<file path="src/rtl/ahb_pkg.sv">
// Shared AHB-lite constants and the address-phase record held by the arbiter.
package ahb_pkg;

  localparam int AHB_AW = 32;

  localparam logic [1:0] HTRANS_IDLE   = 2'b00;
  localparam logic [1:0] HTRANS_BUSY   = 2'b01;
  localparam logic [1:0] HTRANS_NONSEQ = 2'b10;
  localparam logic [1:0] HTRANS_SEQ    = 2'b11;

  localparam logic [1:0] HRESP_OKAY  = 2'b00;
  localparam logic [1:0] HRESP_ERROR = 2'b01;

  // Held address width follows AHB_AW; the arbiter's P_AW must match it.
  typedef struct packed {
    logic [AHB_AW-1:0] haddr;
    logic              hwrite;
    logic [2:0]        hsize;
  } aph_t;

endpackage

</file>
<file path="src/rtl/ahb_mrslv_arb2_if.sv">
// AHB-lite port bundle; master drives address/data phase, slave returns response.
interface ahb_mrslv_arb2_if #(parameter int P_AW = 32);
  logic [P_AW-1:0] haddr;
  logic [1:0]      htrans;
  logic            hwrite;
  logic [2:0]      hsize;
  logic [31:0]     hwdata;
  logic            hsel;
  logic            hready;
  logic [31:0]     hrdata;
  logic            hreadyout;
  logic [1:0]      hresp;

  modport master (output haddr, htrans, hwrite, hsize, hwdata, hsel, hready,
                  input  hrdata, hreadyout, hresp);
  modport slave  (input  haddr, htrans, hwrite, hsize, hwdata, hsel, hready,
                  output hrdata, hreadyout, hresp);
endinterface

</file>
<file path="src/rtl/ahb_arb_aph_hold.sv">
// Per-port address-phase holding register: captures a live transfer that was
// not issued and keeps it pending until the arbiter grants it.
module ahb_arb_aph_hold
  import ahb_pkg::*;
(
  input  logic clk,
  input  logic resetn,
  input  logic live_i,
  input  logic issue_i,
  input  aph_t aph_i,
  output logic pend_o,
  output aph_t aph_o
);

  logic pend_q, pend_d;
  aph_t aph_q, aph_d;

  // A port is never pending and live together, so grant always wins here.
  always_comb begin
    pend_d = pend_q;
    aph_d  = aph_q;
    if (issue_i) begin
      pend_d = 1'b0;
    end else if (live_i) begin
      pend_d = 1'b1;
      aph_d  = aph_i;
    end
  end

  always_ff @(posedge clk or negedge resetn) begin
    if (!resetn) begin
      pend_q <= 1'b0;
      aph_q  <= '0;
    end else begin
      pend_q <= pend_d;
      aph_q  <= aph_d;
    end
  end

  assign pend_o = pend_q;
  assign aph_o  = aph_q;

endmodule

</file>
<file path="src/rtl/ahb_mrslv_arb2.sv">
// Two AHB-lite slave ports sharing one downstream slave, round-robin arbitrated.
// Define AHB_ARB_FIXED_PRIO_EN for fixed priority (port0 always wins).
module ahb_mrslv_arb2
  import ahb_pkg::*;
#(
  parameter int P_AW = AHB_AW
) (
  input  logic                    clk,
  input  logic                    resetn,
  ahb_mrslv_arb2_if.slave         ahb_s0,
  ahb_mrslv_arb2_if.slave         ahb_s1,
  ahb_mrslv_arb2_if.master        ahb_out,
  output logic                    arb_dph_port
);

  logic [1:0] live, pend, req, grant, own;
  aph_t [1:0] live_aph, pend_aph;
  aph_t       sel_aph;
  logic       win, issue;
  logic       dph_vld_q, dph_vld_d;
  logic       dph_port_q, dph_port_d;

  assign live[0] = ahb_s0.hsel & ahb_s0.htrans[1] & ahb_s0.hready;
  assign live[1] = ahb_s1.hsel & ahb_s1.htrans[1] & ahb_s1.hready;

  assign live_aph[0] = '{haddr: ahb_s0.haddr, hwrite: ahb_s0.hwrite, hsize: ahb_s0.hsize};
  assign live_aph[1] = '{haddr: ahb_s1.haddr, hwrite: ahb_s1.hwrite, hsize: ahb_s1.hsize};

  assign req   = pend | live;
  assign issue = ahb_out.hreadyout & (|req);

`ifdef AHB_ARB_FIXED_PRIO_EN
  assign win = ~req[0];
`else
  logic rr_q;

  // rr_q names the port that wins the next conflict; it flips to the loser.
  assign win = (&req) ? rr_q : req[1];

  always_ff @(posedge clk or negedge resetn) begin
    if (!resetn)    rr_q <= 1'b0;
    else if (issue) rr_q <= ~win;
  end
`endif

  assign grant = issue ? (win ? 2'b10 : 2'b01) : 2'b00;

  for (genvar g = 0; g < 2; g++) begin : g_hold
    ahb_arb_aph_hold u_hold (
      .clk     (clk),
      .resetn  (resetn),
      .live_i  (live[g]),
      .issue_i (grant[g]),
      .aph_i   (live_aph[g]),
      .pend_o  (pend[g]),
      .aph_o   (pend_aph[g])
    );
  end

  assign sel_aph = pend[win] ? pend_aph[win] : live_aph[win];

  // SEQ from a master is re-issued as NONSEQ: arbitration breaks bursts.
  assign ahb_out.haddr  = sel_aph.haddr;
  assign ahb_out.hwrite = sel_aph.hwrite;
  assign ahb_out.hsize  = sel_aph.hsize;
  assign ahb_out.htrans = (|req) ? HTRANS_NONSEQ : HTRANS_IDLE;
  assign ahb_out.hsel   = |req;
  assign ahb_out.hready = ahb_out.hreadyout;
  assign ahb_out.hwdata = dph_port_q ? ahb_s1.hwdata : ahb_s0.hwdata;

  always_comb begin
    dph_vld_d  = dph_vld_q;
    dph_port_d = dph_port_q;
    if (ahb_out.hreadyout) begin
      dph_vld_d = issue;
      if (issue) dph_port_d = win;
    end
  end

  always_ff @(posedge clk or negedge resetn) begin
    if (!resetn) begin
      dph_vld_q  <= 1'b0;
      dph_port_q <= 1'b0;
    end else begin
      dph_vld_q  <= dph_vld_d;
      dph_port_q <= dph_port_d;
    end
  end

  assign own[0] = dph_vld_q & ~dph_port_q;
  assign own[1] = dph_vld_q &  dph_port_q;

  assign ahb_s0.hreadyout = pend[0] ? 1'b0 : (own[0] ? ahb_out.hreadyout : 1'b1);
  assign ahb_s1.hreadyout = pend[1] ? 1'b0 : (own[1] ? ahb_out.hreadyout : 1'b1);
  assign ahb_s0.hresp     = own[0] ? ahb_out.hresp : HRESP_OKAY;
  assign ahb_s1.hresp     = own[1] ? ahb_out.hresp : HRESP_OKAY;
  assign ahb_s0.hrdata    = ahb_out.hrdata;
  assign ahb_s1.hrdata    = ahb_out.hrdata;

  assign arb_dph_port = dph_port_q;

endmodule

</file>
<file path="src/flat_wrapper.sv">
// flat-port wrapper written by rule: the top's interface ports become plain ports
module ahb_mrslv_arb2_flat import ahb_pkg::*;
#(
  parameter int P_AW = AHB_AW
)
  (clk, resetn, arb_dph_port, ahb_s0_haddr, ahb_s0_htrans, ahb_s0_hwrite, ahb_s0_hsize, ahb_s0_hwdata, ahb_s0_hsel, ahb_s0_hready, ahb_s0_hrdata, ahb_s0_hreadyout, ahb_s0_hresp, ahb_s1_haddr, ahb_s1_htrans, ahb_s1_hwrite, ahb_s1_hsize, ahb_s1_hwdata, ahb_s1_hsel, ahb_s1_hready, ahb_s1_hrdata, ahb_s1_hreadyout, ahb_s1_hresp, ahb_out_haddr, ahb_out_htrans, ahb_out_hwrite, ahb_out_hsize, ahb_out_hwdata, ahb_out_hsel, ahb_out_hready, ahb_out_hrdata, ahb_out_hreadyout, ahb_out_hresp);
  ahb_mrslv_arb2_if #(.P_AW(P_AW)) ahb_s0_i ();
  ahb_mrslv_arb2_if #(.P_AW(P_AW)) ahb_s1_i ();
  ahb_mrslv_arb2_if #(.P_AW(P_AW)) ahb_out_i ();
  input  logic clk;
  input  logic resetn;
  output logic arb_dph_port;
  input wire logic [$bits(ahb_s0_i.haddr)-1:0] ahb_s0_haddr;
  input wire logic [$bits(ahb_s0_i.htrans)-1:0] ahb_s0_htrans;
  input wire logic [$bits(ahb_s0_i.hwrite)-1:0] ahb_s0_hwrite;
  input wire logic [$bits(ahb_s0_i.hsize)-1:0] ahb_s0_hsize;
  input wire logic [$bits(ahb_s0_i.hwdata)-1:0] ahb_s0_hwdata;
  input wire logic [$bits(ahb_s0_i.hsel)-1:0] ahb_s0_hsel;
  input wire logic [$bits(ahb_s0_i.hready)-1:0] ahb_s0_hready;
  output wire logic [$bits(ahb_s0_i.hrdata)-1:0] ahb_s0_hrdata;
  output wire logic [$bits(ahb_s0_i.hreadyout)-1:0] ahb_s0_hreadyout;
  output wire logic [$bits(ahb_s0_i.hresp)-1:0] ahb_s0_hresp;
  input wire logic [$bits(ahb_s1_i.haddr)-1:0] ahb_s1_haddr;
  input wire logic [$bits(ahb_s1_i.htrans)-1:0] ahb_s1_htrans;
  input wire logic [$bits(ahb_s1_i.hwrite)-1:0] ahb_s1_hwrite;
  input wire logic [$bits(ahb_s1_i.hsize)-1:0] ahb_s1_hsize;
  input wire logic [$bits(ahb_s1_i.hwdata)-1:0] ahb_s1_hwdata;
  input wire logic [$bits(ahb_s1_i.hsel)-1:0] ahb_s1_hsel;
  input wire logic [$bits(ahb_s1_i.hready)-1:0] ahb_s1_hready;
  output wire logic [$bits(ahb_s1_i.hrdata)-1:0] ahb_s1_hrdata;
  output wire logic [$bits(ahb_s1_i.hreadyout)-1:0] ahb_s1_hreadyout;
  output wire logic [$bits(ahb_s1_i.hresp)-1:0] ahb_s1_hresp;
  output wire logic [$bits(ahb_out_i.haddr)-1:0] ahb_out_haddr;
  output wire logic [$bits(ahb_out_i.htrans)-1:0] ahb_out_htrans;
  output wire logic [$bits(ahb_out_i.hwrite)-1:0] ahb_out_hwrite;
  output wire logic [$bits(ahb_out_i.hsize)-1:0] ahb_out_hsize;
  output wire logic [$bits(ahb_out_i.hwdata)-1:0] ahb_out_hwdata;
  output wire logic [$bits(ahb_out_i.hsel)-1:0] ahb_out_hsel;
  output wire logic [$bits(ahb_out_i.hready)-1:0] ahb_out_hready;
  input wire logic [$bits(ahb_out_i.hrdata)-1:0] ahb_out_hrdata;
  input wire logic [$bits(ahb_out_i.hreadyout)-1:0] ahb_out_hreadyout;
  input wire logic [$bits(ahb_out_i.hresp)-1:0] ahb_out_hresp;
  assign ahb_s0_i.haddr = ahb_s0_haddr;
  assign ahb_s0_i.htrans = ahb_s0_htrans;
  assign ahb_s0_i.hwrite = ahb_s0_hwrite;
  assign ahb_s0_i.hsize = ahb_s0_hsize;
  assign ahb_s0_i.hwdata = ahb_s0_hwdata;
  assign ahb_s0_i.hsel = ahb_s0_hsel;
  assign ahb_s0_i.hready = ahb_s0_hready;
  assign ahb_s0_hrdata = ahb_s0_i.hrdata;
  assign ahb_s0_hreadyout = ahb_s0_i.hreadyout;
  assign ahb_s0_hresp = ahb_s0_i.hresp;
  assign ahb_s1_i.haddr = ahb_s1_haddr;
  assign ahb_s1_i.htrans = ahb_s1_htrans;
  assign ahb_s1_i.hwrite = ahb_s1_hwrite;
  assign ahb_s1_i.hsize = ahb_s1_hsize;
  assign ahb_s1_i.hwdata = ahb_s1_hwdata;
  assign ahb_s1_i.hsel = ahb_s1_hsel;
  assign ahb_s1_i.hready = ahb_s1_hready;
  assign ahb_s1_hrdata = ahb_s1_i.hrdata;
  assign ahb_s1_hreadyout = ahb_s1_i.hreadyout;
  assign ahb_s1_hresp = ahb_s1_i.hresp;
  assign ahb_out_haddr = ahb_out_i.haddr;
  assign ahb_out_htrans = ahb_out_i.htrans;
  assign ahb_out_hwrite = ahb_out_i.hwrite;
  assign ahb_out_hsize = ahb_out_i.hsize;
  assign ahb_out_hwdata = ahb_out_i.hwdata;
  assign ahb_out_hsel = ahb_out_i.hsel;
  assign ahb_out_hready = ahb_out_i.hready;
  assign ahb_out_i.hrdata = ahb_out_hrdata;
  assign ahb_out_i.hreadyout = ahb_out_hreadyout;
  assign ahb_out_i.hresp = ahb_out_hresp;
  ahb_mrslv_arb2 #(.P_AW(P_AW)) u_core (.clk(clk), .resetn(resetn), .ahb_s0(ahb_s0_i), .ahb_s1(ahb_s1_i), .ahb_out(ahb_out_i), .arb_dph_port(arb_dph_port));
endmodule
</file>
<file path="config.mk">
export PLATFORM = sky130hd
export DESIGN_NAME = ahb_mrslv_arb2_flat
export DESIGN_NICKNAME = d
export VERILOG_FILES = /design/src/rtl/ahb_pkg.sv /design/src/rtl/ahb_mrslv_arb2_if.sv /design/src/rtl/ahb_arb_aph_hold.sv /design/src/rtl/ahb_mrslv_arb2.sv /design/src/flat_wrapper.sv
export SDC_FILE = /design/constraint.sdc
export NUM_CORES = 1
export LEC_CHECK = 0
export BUFFER_PORTS_ARGS = -buffer_cell sky130_fd_sc_hd__buf_4
export CAP_MARGIN = 20
export CELL_PAD_IN_SITES_DETAIL_PLACEMENT = 0
export CELL_PAD_IN_SITES_GLOBAL_PLACEMENT = 1
export CORE_AREA = 2 2 130 132
export CTS_CLUSTER_SIZE = 10
export DETAILED_ROUTE_END_ITERATION = 12
export DIE_AREA = 0 0 132 134
export PLACE_DENSITY = 0.77
export SKIP_CTS_REPAIR_TIMING = 1
export SLEW_MARGIN = 5
export SYNTH_ARGS = -nofsm -noshare
export SYNTH_HDL_FRONTEND = slang
export SYNTH_SLANG_ARGS = --single-unit
</file>
<file path="constraint.sdc">
create_clock -name clk -period 1.76 [get_ports clk]
set_input_delay 0.176 -clock clk [delete_from_list [all_inputs] [get_ports clk]]
set_output_delay 0.176 -clock clk [all_outputs]
set_load 0.005 [all_outputs]
</file>
==> results of run 1 <==
## kinds of logic (layout without fill, tap and decap cells)
family | count (synthesis) | in the layout | share of synthesized area (%)
buffers and inverters | 93 | 293 | 13.1
AND/OR/NAND/NOR | 14 | 14 | 1.66
multiplexers | 212 | 212 | 46.9
AO/OA/AOI/OAI | 12 | 12 | 1.75
other | 1 | 1 | 0.0710
flip-flops | 77 | 77 | 36.5
## worst max-delay path: stages (launching register included)
cell,delay [ns]
dfrtp_2,0.43
a31oi_4,0.21
o21ai_4,0.13
buf_12,0.16
buf_4,0.13
mux2i_1,0.12
mux2i_2,0.23
buf_4,0.17
## cells in the mapped netlist (all sizes together)
library cell	instances	area, sq um
mux2i	108	1080
mux2	104	1400
buf	88	672
dfrtp	77	1930
and3	4	25.0
a31oi	3	33.8
inv	3	11.3
o21ai	3	15.0
a21oi	2	10.0
clkbuf	2	7.51
nand2	2	7.51
nor2	2	15.0
a21o	1	7.51
a31o	1	8.76
and2	1	6.26
and4	1	11.3
conb	1	3.75
nand2b	1	6.26
nand3	1	5.00
nand4	1	6.26
nor3	1	5.00
o22a	1	8.76
o2bb2ai	1	8.76
## how the worst max path moves through the flow
| stage | from | endpoint | slack (ns) | cells after the start |
|---|---|---|---|---|
| final | u_core.g_hold[0].u_hold.pend_o | ahb_out_hsize[1] | -0.33 | 7 |
| after CTS | u_core.g_hold[0].u_hold.pend_o | ahb_out_haddr[17] | -0.40 | 7 |
| after floorplan | u_core.g_hold[0].u_hold.pend_o | u_core.g_hold[1].u_hold.aph_o[10] | 0.21 | 6 |
| after detailed placement | u_core.rr_q | ahb_out_hsize[1] | -0.01 | 6 |
| after global placement | u_core.g_hold[0].u_hold.pend_o | ahb_out_haddr[19] | 0.02 | 7 |
| after global routing | u_core.g_hold[0].u_hold.pend_o | ahb_out_haddr[19] | -0.40 | 7 |
## power by group through the flow
stage / clock [W] / sequential [W] / combinational [W]
after floorplan: 0 / 0.00244 / 0.00177
after global placement: 0 / 0.00250 / 0.00283
after detailed placement: 0 / 0.00254 / 0.00289
after CTS: 0.00230 / 0.00252 / 0.00290
after global routing: 0.00237 / 0.00259 / 0.00345
final: 0.00224 / 0.00254 / 0.00322
## routing by layer
layer / track usage (%) / vias to the layer above
met5: 3.06 / -
met1: 21.4 / 1916
met2: 30.8 / 195
met3: 6.84 / 18
li1: - / 1788
met4: 6.40 / 2
## state kept, by name, summed over array words and instances, names as in the netlist
signal,count
u_core.dph_vld_q,1
u_core.g_hold.u_hold.aph_o,72
u_core.rr_q,1
u_core.g_hold.u_hold.pend_o,2
u_core.arb_dph_port,1
## cell type report
class,count,area [sq um],area share [%]
flip-flops and latches,77,1930,25.2
repair buffers,274,2330,30.5
inverters,3,11.3,0.147
clock buffers,10,239,3.12
clock inverters,6,116,1.52
multi-input cells,239,2750,35.9
well taps,220,275,3.59
## cell usage in the layout (no fill, tap or decap), types with 2 or more instances in the layout
master and instances:
bufinv_16 3, buf_12 12, inv_1 3, dfrtp_2 3, mux2_4 60, mux2i_2 5, mux2_2 32, a31oi_1 2
buf_6 10, mux2i_1 100, mux2_1 12, and3_1 4, nand2_1 2, dfrtp_1 74, buf_4 246, o21ai_1 2
mux2i_4 3, inv_6 2, clkbuf_16 14
## metrics by stage
step	util, %	power (W)	hold slack [ns]
2_1_floorplan	-	0.00421	-0.120
3_3_place_gp	42.1	0.00534	0.172
3_5_place_dp	42.1	0.00542	0.178
4_1_cts	44.3	0.00771	-0.197
5_1_grt	47.0	0.00842	0.0427
6_report	47.0	0.00800	0.0591
==> flow_summary.yaml, run 1 <==
power_and_ir_drop:
  pwr-share-comb_pct: 40.3
  cellPowerDensity_mw_per_mm2: 1040
  power_frac_seq_pct: 31.7
  total_leakage_power_nw: 3.99
  irDropWorstVdd_mv: 0.474
  p_int_w: 0.00574
  power.share.clock_pct: 27.9
  swShare_pct: 28.2
  p_sw_w: 0.00226
drt:
  wl_met2_microns: 8510
  wl_microns: 17300
  antenna_left: 0
  drt_iter0_markers: 81
  dr.pass1.iters: 4
  vias: 3919
  wl_met3_microns: 1280
  drc: 0
  detail_route.wl_per_cell_microns: 20.9
  top_layer: "met5"
  via_per_inst: 4.73
  met1Wirelength_microns: 7090
clock_tree:
  cts_tree: "done"
  clk_pin_slew_worst_paths_ns: 0.06
  clockRootBuffer: "clkbuf_16"
  cts_buffer_depth: 2
  clkLatencyLatePin_ns: 0.34
  clock_sinks: 77
  cts_buffers: 9
  cts-htree-levels: 3
layout:
  final_cells: 829
  n_antenna_cell: 0
  finalNetCount: 785
  drive_gt1_share_pct: 65.7
  fillers: 1490
  area_growth_syn_to_layout_pct: 45.1
  post-route-cell-area_sq_mm: 0.00766
synthesis:
  postSynthCellCount: 409
  synth_fp_nets: 590
  syn_area_per_cell_sq_um: 12.9
  synthDistinctLibCells: 29
  mappedNetlistArea_sq_mm: 0.00528
  ys_seq_area_share_pct: 36.5
  synth_seq_cells: 77
  synth.yosys.warnings: 0
placement:
  place_area_sq_mm: 0.00686
  pre_cts_slack_ns: -0.0124
  place_inst: 784
  hpwl_microns: 12800
  place_congestion: 0.830
  port-buffer-count: 224
worst_setup_path:
  crit_fanout: 9
  r2r_cells: 5
  worstSetupPathType: "reg2out"
  startpoint_type: "register"
  cp.arrival_ns: 1.92
  reg2reg_slack_ns: 0.06
  endpoint_kind: "output pin"
  reg2reg_from: "u_core.rr_q"
  critPathRequiredTime_ns: 1.58
  timing.rr.end: "u_core.g_hold[1].u_hold.aph_o[0]"
worst_hold_path:
  holdCritPathClass: "in2reg"
  holdPathEnd: "u_core.g_hold[0].u_hold.pend_o"
  hp-start: "ahb_out_hreadyout"
  holdPathStages: 2
timing:
  drv_slew: 0
  finClkSkew_ns: 0.00970
  tns_ns: -8.84
  setup_slack_ns: -0.332
  fin_crit_sh_pct: 119
  hold_viol: 0
  rsz0062_at_grt: "yes"
  clock.fmax_ghz: 0.478
  finalSetupViolCount: 36
  period_needed_ns: 2.09
floorplanning:
  coreArea_sq_mm: 0.0163
  die_w_microns: 132
  initial_core_util_pct: 32.4
  die-area_sq_mm: 0.0177
  fp.dieH_microns: 134
  io_pins: 324
  rows: 47
status:
  violations: "setup timing"
  status: "finished with violations"
global_routing:
  track_usage_pct: 18.4
  grt_pass1_wl_microns: 24600
  grt_pass1_vias: 4245
  grt_max_degree: 42
  antenna_found_initial: 0
  overflow: 0
flow_run:
  max-cap-violations: 0
No activity file was read; power rests on OpenSTA's default activity.
==> inputs of run 2 (changes only) <==
--- a/config.mk
+++ b/config.mk
@@ -6,14 +6,16 @@
 export NUM_CORES = 1
 export LEC_CHECK = 0
+export ABC_AREA = 1
 export BUFFER_PORTS_ARGS = -buffer_cell sky130_fd_sc_hd__buf_4
 export CAP_MARGIN = 20
 export CELL_PAD_IN_SITES_DETAIL_PLACEMENT = 0
 export CELL_PAD_IN_SITES_GLOBAL_PLACEMENT = 1
-export CORE_AREA = 2 2 130 132
+export CORE_AREA = 2 2 143 145
 export CTS_CLUSTER_SIZE = 10
 export DETAILED_ROUTE_END_ITERATION = 12
-export DIE_AREA = 0 0 132 134
-export PLACE_DENSITY = 0.77
+export DIE_AREA = 0 0 145 147
+export PLACE_DENSITY = 0.76
 export SKIP_CTS_REPAIR_TIMING = 1
+export SKIP_LAST_GASP = 1
 export SLEW_MARGIN = 5
 export SYNTH_ARGS = -nofsm -noshare
==> constraint.sdc (replaced) <==
create_clock -name clk -period 1.76 [get_ports clk]
set_input_delay 0.352 -clock clk [delete_from_list [all_inputs] [get_ports clk]]
set_output_delay 0.352 -clock clk [all_outputs]
set_load 0.005 [all_outputs]
==> flow_summary.yaml, run 2 <==
status:
  status: "finished with violations"
  violations: "setup timing"
clock_tree:
  cts_buffer_depth: 2
  clk_pin_slew_worst_paths_ns: 0.07
  cts-htree-levels: 3
  clock_sinks: 77
  clkLatencyLatePin_ns: 0.34
  cts_tree: "done"
  cts_buffers: 9
  clockRootBuffer: "clkbuf_16"
synthesis:
  synthTopCellsByArea: "dfrtp_1 (34%), nand2_1 (33%), nand3_1 (13%)"
  synth_seq_cells: 77
  ys.flop_type: "dfrtp_1"
  synth_edf_count: 0
  mappedNetlistArea_sq_mm: 0.00564
  synthDistinctLibCells: 19
  synthAdderAreaFrac_pct: 0
  yosys.area_share.xor_xnor_pct: 0
  synth_commonest_cells: "nand2_1 (498), nand3_1 (144), dfrtp_1 (77)"
  async_flop_share_pct: 100
  synth.area.mux_share_pct: 0
  synth_top_family_by_area: "simple AND/OR/NAND/NOR gates"
  synth_fp_nets: 1062
  synth_compound_gate_area_share_pct: 0.555
  ys_seq_area_share_pct: 34.2
  postSynthCellCount: 881
  synth.yosys.warnings: 0
  synth.top_cell.area_share_pct: 34.2
  syn_area_per_cell_sq_um: 6.40
  yosysMostFrequentCell: "nand2_1"
  netlist.top_cell.by_area: "dfrtp_1"
  synthSimpleGateAreaFrac_pct: 48.0
worst_setup_path:
  endpoint_kind: "output pin"
  reg2reg_slack_ns: 0.10
  cp.arrival_ns: 1.72
  crit_fanout: 8
  r2r_cells: 10
  critPathRequiredTime_ns: 1.41
  timing.rr.end: "u_core.g_hold[0].u_hold.aph_o[25]"
  startpoint_type: "register"
  worstSetupPathType: "reg2out"
  reg2reg_from: "u_core.g_hold[1].u_hold.pend_o"
worst_hold_path:
  hp-start: "ahb_s0_haddr[31]"
  holdPathEnd: "u_core.g_hold[0].u_hold.aph_o[35]"
  holdCritPathClass: "in2reg"
  holdPathStages: 3
layout:
  area_growth_syn_to_layout_pct: 44.2
  finalNetCount: 1228
  fillers: 2128
  final_cell_mix: "nand2_1 (460), buf_4 (234), nand3_1 (144), dfrtp_1 (77), nand2_2 (30)"
  final_cells: 1322
  drive_gt1_share_pct: 33.5
  layout_commonest_cell: "nand2_1"
  n_antenna_cell: 0
  largest_reg_flops: 72
  post-route-cell-area_sq_mm: 0.00813
placement:
  pre_cts_slack_ns: -0.265
  place_area_sq_mm: 0.00720
  hpwl_microns: 13900
  port-buffer-count: 224
  place_congestion: 0.806
  place_inst: 1285
timing:
  period_needed_ns: 2.07
  drv_slew: 0
  setup_slack_ns: -0.313
  hold_viol: 0
  clock.fmax_ghz: 0.482
  hold_ws_ns: 0.245
  rsz0062_at_grt: "yes"
  finClkSkew_ns: 0.00731
  finalSetupViolCount: 38
  fin_crit_sh_pct: 118
global_routing:
  grt_pass1_vias: 5763
  overflow: 0
  antenna_found_initial: 0
  grt_max_degree: 40
  grt_pass1_wl_microns: 31500
  track_usage_pct: 18.8
flow_run:
  max-cap-violations: 0
drt:
  top_layer: "met4"
  antenna_left: 0
  via_per_inst: 4.55
  wl_met2_microns: 10600
  wl_met3_microns: 1370
  drt_iter0_markers: 336
  met1Wirelength_microns: 9120
  vias: 6010
  drc: 0
  wl_microns: 21400
  detail_route.wl_per_cell_microns: 16.2
  dr.pass1.iters: 5
floorplanning:
  die_w_microns: 145
  fp.dieH_microns: 147
  die-area_sq_mm: 0.0213
  initial_core_util_pct: 28.4
  rows: 52
  io_pins: 324
  coreArea_sq_mm: 0.0198
power_and_ir_drop:
  cellPowerDensity_mw_per_mm2: 1240
  irDropWorstVdd_mv: 0.437
  total_leakage_power_nw: 4.62
==> run 2: changes by cell type in the layout (fill, tap and decap cells not counted), moves of 6 or more <==
cell	previous run	this run
nand2_1	2	460
nand3_1	1	144
mux2i_1	100	0
mux2_4	60	0
mux2_2	32	0
nand2_2	0	30
buf_4	246	234
mux2_1	12	0
nand2_4	0	12
buf_6	10	18
buf_12	12	18
inv_2	0	6
==> run 2: cells by family after synthesis <==
logic type,count (synthesis)
AND/OR/NAND/NOR,659
buffers and inverters,138
flip-flops,77
AO/OA/AOI/OAI,6
other,1
==> run 2: power by group <==
part | internal (W) | switching, W
Combinational | 0.00272 | 0.00291
Clock | 0.00124 | 0.000767
Sequential | 0.00220 | 0.000235
Total | 0.00616 | 0.00391
==> run 2: how the worst max path moves through the flow <==
stage	from	slack [ns]	to
final	u_core.g_hold[0].u_hold.pend_o	-0.31	ahb_out_haddr[21]
after global routing	u_core.g_hold[0].u_hold.pend_o	-0.39	ahb_out_haddr[17]
after CTS	u_core.g_hold[0].u_hold.pend_o	-0.53	ahb_out_haddr[9]
after detailed placement	ahb_s0_hsel	-0.27	ahb_out_haddr[9]
after global placement	ahb_s0_hsel	-0.26	ahb_out_haddr[9]
after floorplan	u_core.g_hold[0].u_hold.pend_o	0.23	ahb_out_haddr[10]
==> run 2: metrics by stage <==
step                      power (W)  setup TNS (ns)  utilization (%)
after global routing         0.0108          -13.62             41.0
after CTS                   0.00916          -18.55             37.8
after global placement      0.00707          -12.03             36.3
after detailed placement    0.00710          -12.54             36.3
after floorplan             0.00498               0                -
final                        0.0101          -10.50             41.0
==> run 2: layout make-up <==
type                            instances  area [sq um]  area share, %
Clock buffer                           10           229           2.82
Clock inverter                          6          86.3           1.06
Inverter                               14          77.6          0.954
Multi-Input combinational cell        666          2960           36.4
Sequential cell                        77          1930           23.7
Tap cell                              270           338           4.16
Timing Repair Buffer                  279          2510           30.9
==> run 2: routing by layer <==
metal / up-vias / track usage, %
met5: - / 0
met4: 0 / 5.10
met3: 26 / 5.03
met2: 195 / 32.5
met1: 2778 / 23.1
li1: 3011 / -
==> run 2: critical path: stages, from the launching register on <==
cell and delay (ns):
dfrtp_1 0.36, inv_2 0.06, nand2_4 0.08, nand2_8 0.09
nand2_8 0.10, nand2_4 0.06, nand2_8 0.11, clkinv_8 0.10
clkbuf_16 0.19, nand2_2 0.08, nand2_2 0.04, buf_6 0.11
==> inputs of run 3 (changes only) <==
Settings changed: PLACE_DENSITY 0.76 to unset, PLACE_DENSITY_LB_ADDON set to 0.1.
==> flow_summary.yaml, run 3 (same netlist as run 2, synthesis figures left out) <==
layout:
  finalNetCount: 1235
  fin_util_pct: 41.4
  post-route-cell-area_sq_mm: 0.00821
  area_growth_syn_to_layout_pct: 45.6
  layout_commonest_cell: "nand2_1"
  drive_gt1_share_pct: 36.2
  fillers: 2179
  final_cell_mix: "nand2_1 (434), buf_4 (239), nand3_1 (144), dfrtp_1 (77), nand2_2 (59)"
  n_antenna_cell: 0
  largest_reg_flops: 72
placement:
  port-buffer-count: 224
  hpwl_microns: 14200
  place_congestion: 0.763
  place_area_sq_mm: 0.00732
  pre_cts_slack_ns: -0.165
worst_setup_path:
  crit_fanout: 8
  path_depth: 11
  crit_chain: "inv_2 > nand2_4 > nand2_4 > nand2_4 > buf_12 > clkbuf_16 > nand2_2 > nand2_1 > nand2_1 > nand2_1 > buf_4"
  path_buf_inv: 4
  critPathTopFamily: "buffers and inverters"
  crit_start: "u_core.g_hold[0].u_hold.pend_o"
  crit_slowest_cell: "dfrtp_1"
  cp.arrival_ns: 1.75
  reg2reg_from: "u_core.g_hold[0].u_hold.pend_o"
  timing.rr.end: "u_core.g_hold[0].u_hold.aph_o[26]"
  max_stage_delay_ns: 0.39
  endpoint_kind: "output pin"
  critPathRequiredTime_ns: 1.41
  reg2reg_slack_ns: 0.15
  startpoint_type: "register"
  worstSetupPathType: "reg2out"
  r2r_cells: 11
  crit_path_end: "ahb_out_haddr[20]"
clock_tree:
  clkLatencyLatePin_ns: 0.34
  clk_pin_slew_worst_paths_ns: 0.06
  cts-htree-levels: 3
  clock_sinks: 77
  clockRootBuffer: "clkbuf_16"
  cts_buffers: 9
  cts_tree: "done"
  cts_buffer_depth: 2
timing:
  finalSetupViolCount: 38
  hold_viol: 0
  fin_crit_sh_pct: 119
  period_needed_ns: 2.10
  finClkSkew_ns: 0.00822
  clock.fmax_ghz: 0.476
  setup_slack_ns: -0.339
  rsz0062_at_grt: "yes"
  drv_slew: 0
floorplanning:
  die_w_microns: 145
  coreArea_sq_mm: 0.0198
  fp.dieH_microns: 147
  initial_core_util_pct: 28.4
  die-area_sq_mm: 0.0213
  io_pins: 324
  rows: 52
drt:
  drc: 0
  detail_route.wl_per_cell_microns: 15.7
  vias: 5957
  dr.pass1.iters: 5
  via_per_inst: 4.48
  wl_microns: 20900
  antenna_left: 0
  drt_iter0_markers: 302
global_routing:
  grt_pass1_vias: 5894
  grt_max_degree: 78
  antenna_found_initial: 0
  overflow: 0
  grt_pass1_wl_microns: 32200
  track_usage_pct: 18.8
status:
  status: "finished with violations"
  violations: "setup timing"
power_and_ir_drop:
  total_leakage_power_nw: 4.65
  cellPowerDensity_mw_per_mm2: 1230
  irDropWorstVdd_mv: 0.523
worst_hold_path:
  holdCritPathClass: "in2async"
flow_run:
  max-cap-violations: 0
## run 3: cell count changes in the layout (fill, tap and decap cells not counted), sizes merged
cell / change
clkinv: -2
dlygate4sd3: -1
clkinvlp: +1
buf: +9
## run 3: layer usage
layer | vias up | part of all wire [%] | global-route usage (%)
met1 | 2740 | 47 | 25.0
met5 | - | 0 | 0
met2 | 172 | 47 | 31.7
met3 | 20 | 5.4 | 4.19
met4 | 0 | 0.84 | 3.71
li1 | 3025 | - | -
## run 3: power by group
group          internal (W)  total [W]  switching [W]
sequential          0.00220    0.00244       0.000240
combinational       0.00277    0.00565        0.00288
clock               0.00125    0.00203       0.000781
## run 3: worst min-delay path by stage
stage / end / slack (ns)
after floorplan: u_core.arb_dph_port / 0.06
after global placement: u_core.g_hold[0].u_hold.aph_o[10] / 0.42
after detailed placement: u_core.g_hold[0].u_hold.aph_o[10] / 0.42
after CTS: u_core.g_hold[0].u_hold.aph_o[10] / 0.04
after global routing: u_core.g_hold[0].u_hold.aph_o[10] / 0.06
final: u_core.g_hold[0].u_hold.aph_o[10] / 0.02
## run 3: cell type report
cell class | instances | area [sq um] | share of cell area (%)
inverters | 14 | 67.6 | 0.823
clock buffers | 11 | 233 | 2.84
repair buffers | 286 | 2570 | 31.4
flip-flops and latches | 77 | 1930 | 23.5
clock inverters | 5 | 83.8 | 1.02
multi-input cells | 666 | 2980 | 36.3
well taps | 270 | 338 | 4.12
## run 3: per-stage QoR
step	hold slack, ns	setup TNS [ns]	total power (W)	std cells
floorplan	0.0564	0	0.00498	881
global placement	0.415	-8.29	0.00730	1300
detailed placement	0.417	-9.34	0.00729	1300
CTS	0.0450	-14.41	0.00936	1316
global route	0.0609	-14.46	0.0109	1329
finish	0.0243	-10.68	0.0101	1329
## run 3: worst register-to-register path, stage by stage, from the launching register on
cell	delay, ns
dfrtp_1	0.39
inv_2	0.08
nand2_4	0.05
nand2_4	0.10
nand2_4	0.09
buf_12	0.16
buf_6	0.14
nand3_4	0.11
nand2_4	0.09
buf_4	0.17
nand2_1	0.07
nand2_1	0.05
